$ cat config.mk
export PLATFORM = sky130hd
export DESIGN_NAME = secuenciador_fetch_flat
export DESIGN_NICKNAME = d
export VERILOG_FILES = /design/src/rtl/microuaz8_pkg.sv /design/src/rtl/secuenciador_fetch_if.sv /design/src/rtl/pila_retorno.sv /design/src/rtl/secuenciador_fetch.sv /design/src/flat_wrapper.sv
export SDC_FILE = /design/constraint.sdc
export NUM_CORES = 1
export LEC_CHECK = 0
export ABC_AREA = 0
export CAP_MARGIN = 5
export CORE_MARGIN = 5
export CORE_UTILIZATION = 45
export DETAILED_ROUTE_END_ITERATION = 8
export PLACE_DENSITY = 0.82
export SLEW_MARGIN = 20
export SYNTH_ARGS = -nofsm -noshare
export SYNTH_HDL_FRONTEND = slang
export SYNTH_SLANG_ARGS = --single-unit
$ cat constraint.sdc
create_clock -name clk -period 5.2 [get_ports clk]
set_clock_uncertainty 0.15 [all_clocks]
set_input_delay 0.78 -clock clk [delete_from_list [all_inputs] [get_ports clk]]
set_output_delay 0.78 -clock clk [all_outputs]
set_load 0.05 [all_outputs]
$ cat src/rtl/microuaz8_pkg.sv
// Shared MicroUAZ8 definitions: default widths, stack depth and fetch state encoding.
package microuaz8_pkg;

  localparam int unsigned AW_DEF     = 8;
  localparam int unsigned DW_DEF     = 9;
  localparam int unsigned SDEPTH_DEF = 4;

  typedef enum logic [0:0] {
    FETCH    = 1'b0,
    DETENIDO = 1'b1
  } estado_e;

  // Sequential successor of a program address, wrapping at 2^AW.
  function automatic logic [AW_DEF-1:0] pc_next(input logic [AW_DEF-1:0] pc);
    return AW_DEF'(pc + AW_DEF'(1));
  endfunction

endpackage

$ cat src/rtl/secuenciador_fetch_if.sv
// Fetch-side bus: ROM port, instruction handshake to decode, and redirect/halt requests.
interface secuenciador_fetch_if
  import microuaz8_pkg::*;
#(
  parameter int unsigned AW = AW_DEF,
  parameter int unsigned DW = DW_DEF
);

  logic [AW-1:0] rom_addr;
  logic [DW-1:0] rom_data;
  logic [DW-1:0] instr;
  logic [AW-1:0] instr_pc;
  logic          instr_valid;
  logic          instr_ready;
  logic          jmp_req;
  logic [AW-1:0] jmp_addr;
  logic          call_req;
  logic [AW-1:0] call_addr;
  logic          ret_req;
  logic          halt_req;
  logic          halted;
  logic          stack_err;

  // Sequencer side
  modport master (
    output rom_addr,
    input  rom_data,
    output instr,
    output instr_pc,
    output instr_valid,
    input  instr_ready,
    input  jmp_req,
    input  jmp_addr,
    input  call_req,
    input  call_addr,
    input  ret_req,
    input  halt_req,
    output halted,
    output stack_err
  );

  // ROM + decode side
  modport slave (
    input  rom_addr,
    output rom_data,
    input  instr,
    input  instr_pc,
    input  instr_valid,
    output instr_ready,
    output jmp_req,
    output jmp_addr,
    output call_req,
    output call_addr,
    output ret_req,
    output halt_req,
    input  halted,
    input  stack_err
  );

endinterface

$ cat src/rtl/pila_retorno.sv
// Return-address LIFO: pointer counts stored entries; dout shows the top entry.
module pila_retorno
  import microuaz8_pkg::*;
#(
  parameter int unsigned AW     = AW_DEF,
  parameter int unsigned SDEPTH = SDEPTH_DEF
) (
  input  logic          clk,
  input  logic          rst,
  input  logic          push,
  input  logic          pop,
  input  logic [AW-1:0] din,
  output logic [AW-1:0] dout,
  output logic          full,
  output logic          empty
);

  localparam int unsigned PW = $clog2(SDEPTH);
  localparam int unsigned CW = PW + 1;

  logic [AW-1:0] mem_q [SDEPTH];
  logic [CW-1:0] ptr_q, ptr_d;
  logic [PW-1:0] wr_idx_c, rd_idx_c;

  assign full     = (ptr_q == CW'(SDEPTH));
  assign empty    = (ptr_q == '0);
  assign wr_idx_c = ptr_q[PW-1:0];
  assign rd_idx_c = PW'(ptr_q - CW'(1));
  assign dout     = mem_q[rd_idx_c];

  // Pointer update; push on full and pop on empty are ignored.
  always_comb begin
    ptr_d = ptr_q;
    if (push && !full) begin
      ptr_d = ptr_q + CW'(1);
    end else if (pop && !empty) begin
      ptr_d = ptr_q - CW'(1);
    end
  end

  // Pointer register, empty on reset.
  always_ff @(posedge clk) begin
    if (rst) begin
      ptr_q <= '0;
    end else begin
      ptr_q <= ptr_d;
    end
  end

  // Storage write; contents need no reset since the pointer gates visibility.
  always_ff @(posedge clk) begin
    if (push && !full) begin
      mem_q[wr_idx_c] <= din;
    end
  end

endmodule

$ cat src/rtl/secuenciador_fetch.sv
// Instruction-fetch sequencer: owns pc, loads the instruction register from ROM,
// and applies halt/ret/call/jmp redirects on an accepted handshake.
module secuenciador_fetch
  import microuaz8_pkg::*;
#(
  parameter int unsigned AW     = AW_DEF,
  parameter int unsigned DW     = DW_DEF,
  parameter int unsigned SDEPTH = SDEPTH_DEF
) (
  input  logic                clk,
  input  logic                rst,
  secuenciador_fetch_if.master fetch_if
);

  estado_e       state_q, state_d;
  logic [AW-1:0] pc_q, pc_d;
  logic [DW-1:0] instr_q, instr_d;
  logic [AW-1:0] instr_pc_q, instr_pc_d;
  logic          valid_q, valid_d;
  logic          halted_q, halted_d;
  logic          err_q, err_d;

  logic          hs_c;
  logic          load_c;
  logic          push_c;
  logic          pop_c;
  logic [AW-1:0] stk_dout_c;
  logic          stk_full_c;
  logic          stk_empty_c;

  pila_retorno #(
    .AW     (AW),
    .SDEPTH (SDEPTH)
  ) u_pila (
    .clk   (clk),
    .rst   (rst),
    .push  (push_c),
    .pop   (pop_c),
    .din   (AW'(instr_pc_q + AW'(1))),
    .dout  (stk_dout_c),
    .full  (stk_full_c),
    .empty (stk_empty_c)
  );

  assign fetch_if.rom_addr    = pc_q;
  assign fetch_if.instr       = instr_q;
  assign fetch_if.instr_pc    = instr_pc_q;
  assign fetch_if.instr_valid = valid_q;
  assign fetch_if.halted      = halted_q;
  assign fetch_if.stack_err   = err_q;

  assign hs_c = valid_q & fetch_if.instr_ready;

  // Next-state: requests only matter on a handshake, priority halt > ret > call > jmp.
  always_comb begin
    state_d    = state_q;
    pc_d       = pc_q;
    instr_d    = instr_q;
    instr_pc_d = instr_pc_q;
    valid_d    = valid_q;
    halted_d   = halted_q;
    err_d      = err_q;
    load_c     = 1'b0;
    push_c     = 1'b0;
    pop_c      = 1'b0;

    case (state_q)
      FETCH: begin
        if (hs_c && fetch_if.halt_req) begin
          state_d  = DETENIDO;
          valid_d  = 1'b0;
          halted_d = 1'b1;
        end else if (hs_c && fetch_if.ret_req && !stk_empty_c) begin
          pop_c   = 1'b1;
          pc_d    = stk_dout_c;
          valid_d = 1'b0;
        end else if (hs_c && fetch_if.ret_req) begin
          // Underflow: flag it and keep fetching sequentially.
          err_d  = 1'b1;
          load_c = 1'b1;
        end else if (hs_c && fetch_if.call_req) begin
          if (stk_full_c) begin
            err_d = 1'b1;
          end else begin
            push_c = 1'b1;
          end
          pc_d    = fetch_if.call_addr;
          valid_d = 1'b0;
        end else if (hs_c && fetch_if.jmp_req) begin
          pc_d    = fetch_if.jmp_addr;
          valid_d = 1'b0;
        end else if (!valid_q || fetch_if.instr_ready) begin
          load_c = 1'b1;
        end

        if (load_c) begin
          instr_d    = fetch_if.rom_data;
          instr_pc_d = pc_q;
          valid_d    = 1'b1;
          pc_d       = AW'(pc_q + AW'(1));
        end
      end
      DETENIDO: begin
        // Frozen until reset.
      end
      default: begin
        state_d = FETCH;
      end
    endcase
  end

  // State and datapath registers with synchronous reset.
  always_ff @(posedge clk) begin
    if (rst) begin
      state_q    <= FETCH;
      pc_q       <= '0;
      instr_q    <= '0;
      instr_pc_q <= '0;
      valid_q    <= 1'b0;
      halted_q   <= 1'b0;
      err_q      <= 1'b0;
    end else begin
      state_q    <= state_d;
      pc_q       <= pc_d;
      instr_q    <= instr_d;
      instr_pc_q <= instr_pc_d;
      valid_q    <= valid_d;
      halted_q   <= halted_d;
      err_q      <= err_d;
    end
  end

endmodule

$ cat src/flat_wrapper.sv
// flat-port wrapper written by rule: the top's interface ports become plain ports
module secuenciador_fetch_flat import microuaz8_pkg::*;
#(
  parameter int unsigned AW     = AW_DEF,
  parameter int unsigned DW     = DW_DEF,
  parameter int unsigned SDEPTH = SDEPTH_DEF
)
  (clk, rst, fetch_if_rom_addr, fetch_if_rom_data, fetch_if_instr, fetch_if_instr_pc, fetch_if_instr_valid, fetch_if_instr_ready, fetch_if_jmp_req, fetch_if_jmp_addr, fetch_if_call_req, fetch_if_call_addr, fetch_if_ret_req, fetch_if_halt_req, fetch_if_halted, fetch_if_stack_err);
  secuenciador_fetch_if #(.AW(AW), .DW(DW)) fetch_if_i ();
  input  logic clk;
  input  logic rst;
  output wire logic [$bits(fetch_if_i.rom_addr)-1:0] fetch_if_rom_addr;
  input wire logic [$bits(fetch_if_i.rom_data)-1:0] fetch_if_rom_data;
  output wire logic [$bits(fetch_if_i.instr)-1:0] fetch_if_instr;
  output wire logic [$bits(fetch_if_i.instr_pc)-1:0] fetch_if_instr_pc;
  output wire logic [$bits(fetch_if_i.instr_valid)-1:0] fetch_if_instr_valid;
  input wire logic [$bits(fetch_if_i.instr_ready)-1:0] fetch_if_instr_ready;
  input wire logic [$bits(fetch_if_i.jmp_req)-1:0] fetch_if_jmp_req;
  input wire logic [$bits(fetch_if_i.jmp_addr)-1:0] fetch_if_jmp_addr;
  input wire logic [$bits(fetch_if_i.call_req)-1:0] fetch_if_call_req;
  input wire logic [$bits(fetch_if_i.call_addr)-1:0] fetch_if_call_addr;
  input wire logic [$bits(fetch_if_i.ret_req)-1:0] fetch_if_ret_req;
  input wire logic [$bits(fetch_if_i.halt_req)-1:0] fetch_if_halt_req;
  output wire logic [$bits(fetch_if_i.halted)-1:0] fetch_if_halted;
  output wire logic [$bits(fetch_if_i.stack_err)-1:0] fetch_if_stack_err;
  assign fetch_if_rom_addr = fetch_if_i.rom_addr;
  assign fetch_if_i.rom_data = fetch_if_rom_data;
  assign fetch_if_instr = fetch_if_i.instr;
  assign fetch_if_instr_pc = fetch_if_i.instr_pc;
  assign fetch_if_instr_valid = fetch_if_i.instr_valid;
  assign fetch_if_i.instr_ready = fetch_if_instr_ready;
  assign fetch_if_i.jmp_req = fetch_if_jmp_req;
  assign fetch_if_i.jmp_addr = fetch_if_jmp_addr;
  assign fetch_if_i.call_req = fetch_if_call_req;
  assign fetch_if_i.call_addr = fetch_if_call_addr;
  assign fetch_if_i.ret_req = fetch_if_ret_req;
  assign fetch_if_i.halt_req = fetch_if_halt_req;
  assign fetch_if_halted = fetch_if_i.halted;
  assign fetch_if_stack_err = fetch_if_i.stack_err;
  secuenciador_fetch #(.AW(AW), .DW(DW), .SDEPTH(SDEPTH)) u_core (.clk(clk), .rst(rst), .fetch_if(fetch_if_i));
endmodule
==> flow_summary.yaml <==
routing:
  wl_per_cell_um: 17.9
  drt_iter0_drc: 146
  drc_errors: 0
  routed_wl_mm: 7.00
  ant_nets: 0
  vias: 2171
  first_pass_iters: 4
  viasPerCell: 5.54
critical_path:
  cp-end-kind: "flop"
  reg2reg_depth: 4
  critical-path-top-delay-family: "simple AND/OR/NAND/NOR gates"
  critPathLaunchType: "input port"
  cpPeakStageDelay_ns: 0.74
  worstSetupPathDepth: 4
  arrival_ns: 2.93
  crit_type: "input port to flop"
  crit_slowest_cell: "clkdlybuf4s50_1"
  required_ns: 5.04
  crit_chain: "clkdlybuf4s50_1, nand3_2, a2111oi_4, and2_1"
  crit_buf_inv: 1
  r2r_slack_ns: 2.41
  critPathMaxFanout: 10
final_layout:
  design_area_um2: 3850
  drive_gt1_frac: 0.128
  n_antenna_cell: 0
  final_cells: 392
  area_growth_pct: 26.7
  nNetsFinal: 346
  fin_util: 0.576
logic_synthesis:
  yosys_most_used_dff: "edfxtp_1"
  synth_edf_count: 32
  syn_area_um2: 3040
  synth_area_per_cell_um2: 12.2
  syn-num-nets: 288
  synth-seq-cells: 64
  yosysSeqAreaShare: 0.527
  synthCells: 249
  ys_async_sr_fraction: 0
  yosysWarnings: 0
  ys_types: 52
timing:
  setup_ws_ns: 2.10
  worst_pin_slew_ns: 0.705
  min_period_ns: 3.10
  slew_headroom: 0.530
  fmax_mhz: 323
  tns_ns: 0
  setup_viol: 0
  finalMaxSlewViolations: 0
  post-route-period-util: 0.595
  whs_ns: 0.335
  hold_viol_final: 0
  rsz0062_at_grt: "false"
hold_path:
  hp-class: "flop to flop"
  hold_depth: 2
clock_tree:
  clk_pin_slew_worst_paths_ns: 0.07
  clock-root-buffer: "clkbuf_8"
  ctsResizeCount: 0
  clockBufferDepth: 2
  cts_tree: "done"
  clk_latency_ns: 0.34
  holdBufCountCts: 0
  cts_buffers: 9
  cts_setup_buffers: 0
  clkSinkCount: 64
  htreeDepth: 3
placement:
  place_inst: 375
  io_buffers: 59
  finalWeightedCongestion: 0.820
  place_area_um2: 3640
  pre_cts_ws_ns: 1.79
  dpl.hpwl_mm: 4.92
pwr:
  p_leak_nw: 1.46
  power_density_nw_per_um2: 323
  ir_drop_mv: 0.268
  finalPower_mw: 1.24
flow_run:
  max_cap_viol_count: 0
global_routing:
  grt_antenna_before_repair: 0
  grt_overflow: 0
  grtUsageTotal: 0.172
  grt_pass1_vias: 2179
  grt_pass1_wl_mm: 11.4
  grt_start_max_net_pins: 34
die:
  ios: 60
  chipWidth_um: 92.1
  start_util: 0.454
  die_y_um: 92.1
  coreArea_um2: 6680
  num_rows: 30
  dieArea_um2: 8490
outcome:
  status: "completed"
-- power breakdown --
part / internal, mW / total (mW) / switching, mW
combinational: 0.107 / 0.257 / 0.150
clock: 0.214 / 0.403 / 0.188
sequential: 0.553 / 0.581 / 0.0279
-- cell usage after synthesis, types with 2 or more instances --
library cell   n  area, um2
mux2_2         2       22.5
mux4_2         8        180
or4_1          3       22.5
a211oi_1       3       22.5
o21ai_0        3       15.0
inv_1          6       22.5
and2_2         3       22.5
nand3_1        5       25.0
a21oi_1       12       60.1
dfxtp_1       32        641
edfxtp_1      32        961
nand2_1        8       30.0
o211ai_1       2       15.0
xor2_1         3       26.3
nand4_1        2       12.5
buf_6          3       33.8
clkbuf_1       5       18.8
and3_1         2       12.5
nand3b_1       2       15.0
buf_2          3       15.0
nor2_1        35        131
xnor2_1        6       52.6
mux2i_1       26        260
a31oi_1        6       37.5
ha_1           7       87.6
nor3_1         4       20.0
-- final timing paths --
path                                                start                        end
worst max-delay path                 fetch_if_instr_ready  u_core.u_pila.mem_q[3][5]
worst min register to register  u_core.fetch_if.stack_err  u_core.fetch_if.stack_err
worst min-delay path            u_core.fetch_if.stack_err  u_core.fetch_if.stack_err
worst max register to register     u_core.u_pila.ptr_q[0]  u_core.u_pila.mem_q[3][5]
-- layout make-up --
type / instances / area (um2)
clock buffer: 12 / 166
multi-input combinational: 166 / 1330
clock inverter: 4 / 26.3
fill: 535 / 2840
sequential: 64 / 1600
inverter: 6 / 22.5
timing repair buffer: 60 / 601
tap: 80 / 100
-- cell families after synthesis --
| group | count (synthesis) | share of synthesized area |
|---|---|---|
| AND/OR/NAND/NOR | 76 | 0.132 |
| flip-flops | 64 | 0.527 |
| AO/OA/AOI/OAI | 38 | 0.0964 |
| multiplexers | 36 | 0.152 |
| adder cells (fa/ha/maj) | 7 | 0.0288 |
| XOR/XNOR | 9 | 0.0260 |
| buffers and inverters | 19 | 0.0371 |
-- flip-flops by register name (all words and copies together), names as in the netlist --
name / cells
u_core.fetch_if.instr: 9
u_core.fetch_if.instr_pc: 8
u_core.fetch_if.rom_addr: 8
u_core.u_pila.ptr_q: 3
u_core.fetch_if.halted: 1
u_core.state_q: 1
u_core.fetch_if.stack_err: 1
u_core.u_pila.mem_q: 32
u_core.fetch_if.instr_valid: 1
-- worst reg2reg max path: cells and delay by family (launching register included) --
kind | cells | cell delay (ns)
adders and majority gates | 1 | 0.33
AOI/OAI and AO/OA | 1 | 0.54
DFF | 1 | 0.75
and+or+nand+nor | 1 | 0.46
buffers and inverters | 1 | 0.23
-- placed cells by master (no fill, tap or decap), drive strengths merged, types with 3 or more instances in the layout --
cell type      instances
clkdlybuf4s50         58
nand2b                 3
inv                    6
a21oi                 12
mux4                   8
edfxtp                32
ha                     7
clkinv                 3
clkbuf                12
nand4                  3
nand2                  8
dfxtp                 32
nor3                   5
or4                    3
xor2                   3
a211oi                 3
a31oi                  7
mux2i                 26
o21ai                  3
nor2                  35
and2                   4
nand3                  6
xnor2                  6
-- per-layer routing --
metal | share of wire | up-vias | GRT usage | wire length (um)
li1 | - | 1046 | - | -
met1 | 0.44 | 1029 | 0.234 | 3080
met2 | 0.47 | 84 | 0.261 | 3260
met3 | 0.077 | 12 | 0.0541 | 537
met4 | 0.018 | 0 | 0.0545 | 128
met5 | 0 | - | 0 | 0
Power figures use the tool's default switching activity.
